$ cat src/rtl/sm_run_ctrl.sv
// rtl/sm_run_ctrl.sv - run/halt/single-step sequencer with one hardware breakpoint
// Optional retired-instruction counter enabled by SM_RUN_CTRL_PERF_EN.
module sm_run_ctrl #(
    parameter int STEP_W    = 16,
    parameter int CNT_W     = 32,
    parameter bit RESET_RUN = 1'b1
) (
    input  logic              clk,
    input  logic              rst_n,
    input  logic              cmd_valid,
    output logic              cmd_ready,
    input  logic [1:0]        cmd_op,
    input  logic [31:0]       cmd_arg,
    input  logic [31:0]       pc_i,
    output logic              cpu_en,
    output logic              halted,
    output logic              bp_hit,
    output logic              cmd_err,
    output logic [STEP_W-1:0] step_left,
    output logic [CNT_W-1:0]  retired
);

    typedef enum logic [1:0] {
        ST_HALT = 2'd0,
        ST_RUN  = 2'd1,
        ST_STEP = 2'd2
    } state_t;

    localparam logic [1:0] OP_HALT   = 2'd0;
    localparam logic [1:0] OP_RUN    = 2'd1;
    localparam logic [1:0] OP_STEP   = 2'd2;
    localparam logic [1:0] OP_SET_BP = 2'd3;
    localparam state_t     RESET_STATE = RESET_RUN ? ST_RUN : ST_HALT;

    state_t              state, state_nxt;
    logic [STEP_W-1:0]   step_left_nxt;
    logic [31:0]         bp_addr, bp_addr_nxt;
    logic                bp_valid, bp_valid_nxt;
    logic                bp_hit_nxt;
    logic                cmd_err_nxt;
    logic                skip_bp, skip_bp_nxt;
    logic                run_en;
    logic                accept;
    logic                bp_match;
    logic [STEP_W-1:0]   step_n;

    assign cmd_ready = rst_n;
    assign accept    = cmd_valid & cmd_ready;
    assign step_n    = cmd_arg[STEP_W-1:0];
    assign bp_match  = bp_valid & (pc_i == bp_addr) & ~skip_bp;
    assign cpu_en    = rst_n & run_en;
    assign halted    = (state == ST_HALT);

    always_ff @(posedge clk or negedge rst_n) begin
        if (!rst_n) begin
            state     <= RESET_STATE;
            step_left <= '0;
            bp_addr   <= '0;
            bp_valid  <= 1'b0;
            bp_hit    <= 1'b0;
            cmd_err   <= 1'b0;
            skip_bp   <= 1'b0;
        end else begin
            state     <= state_nxt;
            step_left <= step_left_nxt;
            bp_addr   <= bp_addr_nxt;
            bp_valid  <= bp_valid_nxt;
            bp_hit    <= bp_hit_nxt;
            cmd_err   <= cmd_err_nxt;
            skip_bp   <= skip_bp_nxt;
        end
    end

    always_comb begin
        state_nxt     = state;
        step_left_nxt = step_left;
        bp_addr_nxt   = bp_addr;
        bp_valid_nxt  = bp_valid;
        bp_hit_nxt    = bp_hit;
        cmd_err_nxt   = 1'b0;
        skip_bp_nxt   = skip_bp;
        run_en        = 1'b0;

        if (accept && (cmd_op == OP_RUN || (cmd_op == OP_STEP && step_n != '0)))
            bp_hit_nxt = 1'b0;

        // All-ones is reserved as the "no breakpoint" address
        if (accept && cmd_op == OP_SET_BP) begin
            if (cmd_arg == 32'hFFFF_FFFF) begin
                bp_valid_nxt = 1'b0;
            end else begin
                bp_addr_nxt  = cmd_arg;
                bp_valid_nxt = 1'b1;
            end
        end

        case (state)
            ST_HALT: begin
                if (accept && cmd_op == OP_RUN) begin
                    state_nxt   = ST_RUN;
                    skip_bp_nxt = 1'b1;
                end else if (accept && cmd_op == OP_STEP && step_n != '0) begin
                    state_nxt     = ST_STEP;
                    step_left_nxt = step_n;
                end
            end
            ST_RUN: begin
                run_en      = ~bp_match;
                skip_bp_nxt = 1'b0;
                if (bp_match) begin
                    state_nxt  = ST_HALT;
                    bp_hit_nxt = 1'b1;
                end
                if (accept && cmd_op == OP_HALT)
                    state_nxt = ST_HALT;
                if (accept && (cmd_op == OP_RUN || cmd_op == OP_STEP))
                    cmd_err_nxt = 1'b1;
            end
            ST_STEP: begin
                run_en = 1'b1;
                if (step_left > STEP_W'(1)) begin
                    step_left_nxt = step_left - STEP_W'(1);
                end else begin
                    step_left_nxt = '0;
                    state_nxt     = ST_HALT;
                end
                if (accept && cmd_op == OP_HALT) begin
                    state_nxt     = ST_HALT;
                    step_left_nxt = '0;
                end
                if (accept && (cmd_op == OP_RUN || cmd_op == OP_STEP))
                    cmd_err_nxt = 1'b1;
            end
            default: begin
                state_nxt = ST_HALT;
            end
        endcase
    end

`ifdef SM_RUN_CTRL_PERF_EN
    logic [CNT_W-1:0] retired_q;

    always_ff @(posedge clk or negedge rst_n) begin
        if (!rst_n)
            retired_q <= '0;
        else if (cpu_en)
            retired_q <= retired_q + CNT_W'(1);
    end

    assign retired = retired_q;
`else
    assign retired = '0;
`endif

endmodule

$ cat config.mk
export PLATFORM = sky130hd
export DESIGN_NAME = sm_run_ctrl
export DESIGN_NICKNAME = d
export VERILOG_FILES = /design/src/rtl/sm_run_ctrl.sv
export SDC_FILE = /design/constraint.sdc
export NUM_CORES = 1
export LEC_CHECK = 0
export BUFFER_PORTS_ARGS = -buffer_cell sky130_fd_sc_hd__buf_2
export CAP_MARGIN = 20
export CORE_MARGIN = 1
export CORE_UTILIZATION = 52
export DETAILED_ROUTE_END_ITERATION = 10
export GPL_ROUTABILITY_DRIVEN = 0
export PLACE_DENSITY = 0.83
export SYNTH_ARGS = -nofsm -noshare
export SYNTH_HDL_FRONTEND = slang
export SYNTH_SLANG_ARGS = --single-unit
$ cat constraint.sdc
create_clock -name clk -period 5.3 [get_ports clk]
set_clock_uncertainty 0.2 [all_clocks]
set_input_delay 1.06 -clock clk [delete_from_list [all_inputs] [get_ports clk]]
set_output_delay 1.06 -clock clk [all_outputs]
set_load 0.01 [all_outputs]
After elaboration in Yosys (flattened, before gate mapping)

Index checks and enable logic that the tools add are counted.

Reduce and logical (&&, ||, !) cells: 20
Multiplexer cells: 21
Equality and inequality tests: 13
Bitwise operators: 7
$add $sub $neg: 1
$lt $le $gt $ge: 1

Operators by type and width:

| cell                                                                  | count |
|---|---|
| 16-bit 2-to-1 mux                                                     | 4 |
| 32-bit == test                                                        | 1 |
| 32-bit == test, second input constant                                 | 1 |
| 16-bit case mux with 2 select lines                                   | 1 |
| 16-bit by 1-bit > comparator with 1-bit output, second input constant | 1 |
| 16-bit nonzero test                                                   | 1 |
| 16-bit by 1-bit subtractor with 16-bit output, second input constant  | 1 |
| 2-bit 2-to-1 mux                                                      | 6 |
| 1-bit logical AND                                                     | 8 |
| 1-bit 2-to-1 mux                                                      | 7 |
| 2-bit == test, second input constant                                  | 3 |
| 3-bit != test, second input constant                                  | 2 |
| 2-bit case mux with 3 select lines                                    | 1 |
| 3-bit AND reduction                                                   | 2 |
| 1-bit bitwise AND                                                     | 4 |
| 2-bit by 1-bit == test with 1-bit output, second input constant       | 2 |
| 2-bit zero test                                                       | 2 |
| 2-bit by 1-bit != test with 1-bit output, second input constant       | 2 |
| 1-bit case mux with 2 select lines                                    | 2 |
| 2-bit AND reduction                                                   | 2 |
| 2-bit nonzero test                                                    | 2 |
| 3-bit by 1-bit != test with 1-bit output, second input constant       | 1 |
| 1-bit inverter                                                        | 3 |
| 1-bit logical OR                                                      | 2 |
| other kinds (2)                                                       | 2 |

Register bits: 54

Depth between registers and ports, before layout

Depth after elaboration: 7
Mapped depth: 10

Least setup slack after synthesis

Ideal clock, no wire load.

Path type: input to output
Start: in pc_i[1]
End: out cpu_en
Path buffers: 0
Arrival time: 2187 ps
Slack: 1853 ps
Stages: 6
Path through: xor2_1 > nor4_1 > nand3_1 > nor3_1 > nand2b_1 > a21oi_1

Longest elaborated chain between the ends: 6

RTL lines:

| what                               | RTL line | source |
|---|---|---|
| from (decl)                        | 14       | `input logic [31:0] pc_i,` |
| 32-bit == test                     | 50       | `assign bp_match = bp_valid & (pc_i == bp_addr) & ~skip_bp;` |
| 1-bit bitwise AND (2 in series)    | 50       |  |
| 1-bit inverter                     | 108      | `run_en = ~bp_match;` |
| 1-bit case mux with 2 select lines | 97       | `case (state)` |
| 1-bit bitwise AND                  | 51       | `assign cpu_en = rst_n & run_en;` |
| to (decl)                          | 15       | `output logic cpu_en,` |

No other way between the ends.

Worst setup path in the final report

Start: in pc_i[29]
End: out cpu_en

Same word-level chain as after synthesis.

==> metrics.csv <==
stage;metric;value;unit
sta;rsz0062_at_grt;false;
placement;place_area;0.003795;mm²
cells_and_area;final_cells;506;
synth;synth_cells;339;
cells_and_area;drive_above_1_share;0.3240;
sta;final.min_clock_period;4.055;ns
grt;grt_pass1_vias;2742;
grt;track_usage;0.2373;
critical_path;end_kind;primary output;
floorplan;row_count;29;
detailed_routing;dr.pass1.iters;5;
grt;met3_usage;0.03181;
grt;use_met2;0.3867;
cells_and_area;finalInstanceArea;0.003897;mm²
synth;ys_ff_latch;54;
grt;busiest_layer;met2;
detailed_routing;wl_per_cell;16.11;µm
job;maxCapViolations;0;
critical_path;cp_cell_sequence;buf_2, xor2_1, nor4_1, nand3_1, nor3_1, nand2b_1, a21oi_1, buf_2;
clock_network;cts_setup_buffers;0;
detailed_routing;totalWireLength;8.153;mm
critical_path;cp.required;4.04;ns
grt;grt_max_degree;54;
pwr;p_per_area;373.2;mW/mm²
pwr;seqPwrFrac;0.441;
floorplan;core-area;0.006314;mm²
sta;relSlewSlack;0.5203;
sta;slew_viol_final;0;
grt;gr-total-overflow;0;
placement;port_buffers;89;
clock_network;ctsHoldBuffers;0;
sta;fin_crit_sh;0.7650;
sta;hold_viol_final;0;
synth;synth-main-ff-cell;dfrtp_1;
critical_path;path_max_fanout;6;
clock_network;cts_sinks;54;
floorplan;initial_core_util;0.5382;
run_status;status;finished, final reports clean;
synth;netlist_area;0.003398;mm²
clock_network;cts_buffers;5;
synth;async_reset_ff_frac;1.000;
detailed_routing;drc;0;
floorplan;dieArea;0.006862;mm²
worst_hold_path;worstHoldPathType;flip-flop to flip-flop;
clock_network;ctsResizeCount;0;
sta;tightest_slew;0.7140;ns
synth;yosysWarnings;0;
critical_path;crit_type;input pin to primary output;
clock_network;clockRootBuffer;clkbuf_8;
floorplan;die_width;82.84;µm
sta;fmax;246.6;MHz
pwr;p_switching;578.0;µW
sta;setup_slack;1.245;ns
synth;synth_area_leaders;dfrtp_1 (39%), mux2_2 (11%), xor2_1 (8.0%), buf_4 (7.3%), ha_1 (3.3%);
critical_path;r2r_cells;7;
sta;tns;0;ns
cells_and_area;syn_to_final_growth;14.69;%
detailed_routing;vias;2919;
pwr;p_int;876.5;µW
critical_path;critPathArrivalTime;2.79;ns
grt;grt_pass1_wl;13.29;mm
critical_path;cp_slowest_cell;nor3_1;
sta;setup_viol;0;
cells_and_area;nets;506;
critical_path;max_stage_delay;0.61;ns
synth;netlist.area_leader.share;0.3903;
placement;hpwl;6.322;mm
detailed_routing;via_per_inst;5.769;
pwr;switching_share;0.3974;
pwr;leakagePower;1.844;nW
critical_path;start_kind;input pin;
grt;antenna_found_initial;0;
critical_path;rrSetupSlack;1.93;ns
detailed_routing;initialDrtViolationCount;220;
placement;place_ws;1.265;ns
pwr;finalPower;1.455;mW
cells_and_area;insertedDiodeCount;0;
synth;yosysMostFrequentCell;dfrtp_1;
clock_network;clock_latency;0.31;ns
worst_hold_path;whs_path_depth;1;
cells_and_area;fin_util;0.6173;
clock_network;path_clk_slew;0.11;ns
floorplan;die_y;82.84;µm
clock_network;clock_path_buffers;2;
grt;grtUsageMet1;0.3285;
synth;netlist_top_cells_count;dfrtp_1 (53), buf_4 (33), mux2_2 (32);
sta;holdWs;0.2932;ns
placement;dp.cells;497;
floorplan;io-pin-count;122;
detailed_routing;antenna_left;0;
pwr;combPwrFrac;0.392;
clock_network;cts_tree;built;
synth;synth_edf_count;0;
synth;yosys.area.top_type;dfrtp_1;
synth;ys_types;47;
critical_path;cp_common_cell;buf_2;
synth;ys_seq_area_frac;0.3980;
pwr;pwr-share-clk;0.167;
pwr;ir_worst_vdd;0.0001948;V
clock_network;htreeDepth;2;
synth;syn_area_per_cell;10.02;µm²
[kinds of logic (layout without fill, tap and decap cells)]
family / Yosys count / count (layout) / share of synthesized area
xor+xnor: 32 / 32 / 0.08247
fa+ha+maj: 9 / 9 / 0.03314
mux: 32 / 32 / 0.1060
buf+inv: 53 / 112 / 0.09794
other cells: 1 / 32 / 0.001104
simple gates: 92 / 92 / 0.1465
flops: 54 / 54 / 0.3980
compound gates: 66 / 66 / 0.1348
[power groups by stage]
stage	Clock (mW)	Combinational, mW	Sequential (mW)
2_1_floorplan	0	0.381	0.649
3_3_place_gp	0	0.541	0.644
3_5_place_dp	0	0.562	0.649
4_1_cts	0.248	0.565	0.641
5_1_grt	0.265	0.633	0.660
6_report	0.243	0.570	0.642
[area by class of cell]
cell class	count	area, µm²
Clock buffer	5	68.82
Clock inverter	3	26.28
Fill cell	539	2416
Inverter	10	37.54
Multi-Input combinational cell	263	1833
Sequential cell	54	1353
Tap cell	77	96.34
Timing Repair Buffer	94	483.0
[flip-flops by register name, summed over array words and instances, names as in the netlist]
register,count
bp_addr,32
cmd_err,1
state,2
bp_hit,1
bp_valid,1
step_left,16
skip_bp,1
[path summary, 6_finish.rpt]
check | start | endpoint
max | pc_i[29] | cpu_en
min in group asynchronous | rst_n | bp_hit
max reg2reg | step_left[10] | step_left[8]
max in group asynchronous | rst_n | step_left[4]
min reg2reg | bp_valid | bp_valid
min | bp_valid | bp_valid
[placed cells by master (no fill, tap or decap), types with 3 or more instances in the layout]
master	count
nor2_1	18
clkbuf_8	5
a31oi_1	3
inv_1	10
o21a_1	5
or4_1	3
nand3_1	8
nand4_1	10
buf_2	89
and3_1	3
xor2_1	31
nand2_1	12
nor4_1	15
mux2_2	32
buf_4	5
a32o_1	3
nor3_1	8
dfrtp_1	53
a21oi_1	15
nor3b_1	4
conb_1	32
o21ai_0	19
ha_1	9
a221o_1	5
[worst max-delay path: cells and delay by family]
kind            cells  cell delay, ns
compound gates      1            0.07
buf+inv             2            0.27
simple gates        4            1.25
xor+xnor            1            0.14
[layer usage]
layer	share of wire	routed length, µm
met1	0.42	3402
met2	0.49	4013
met3	0.067	547
met4	0.023	189
met5	0	0
No activity file was read; power rests on OpenSTA's default activity.
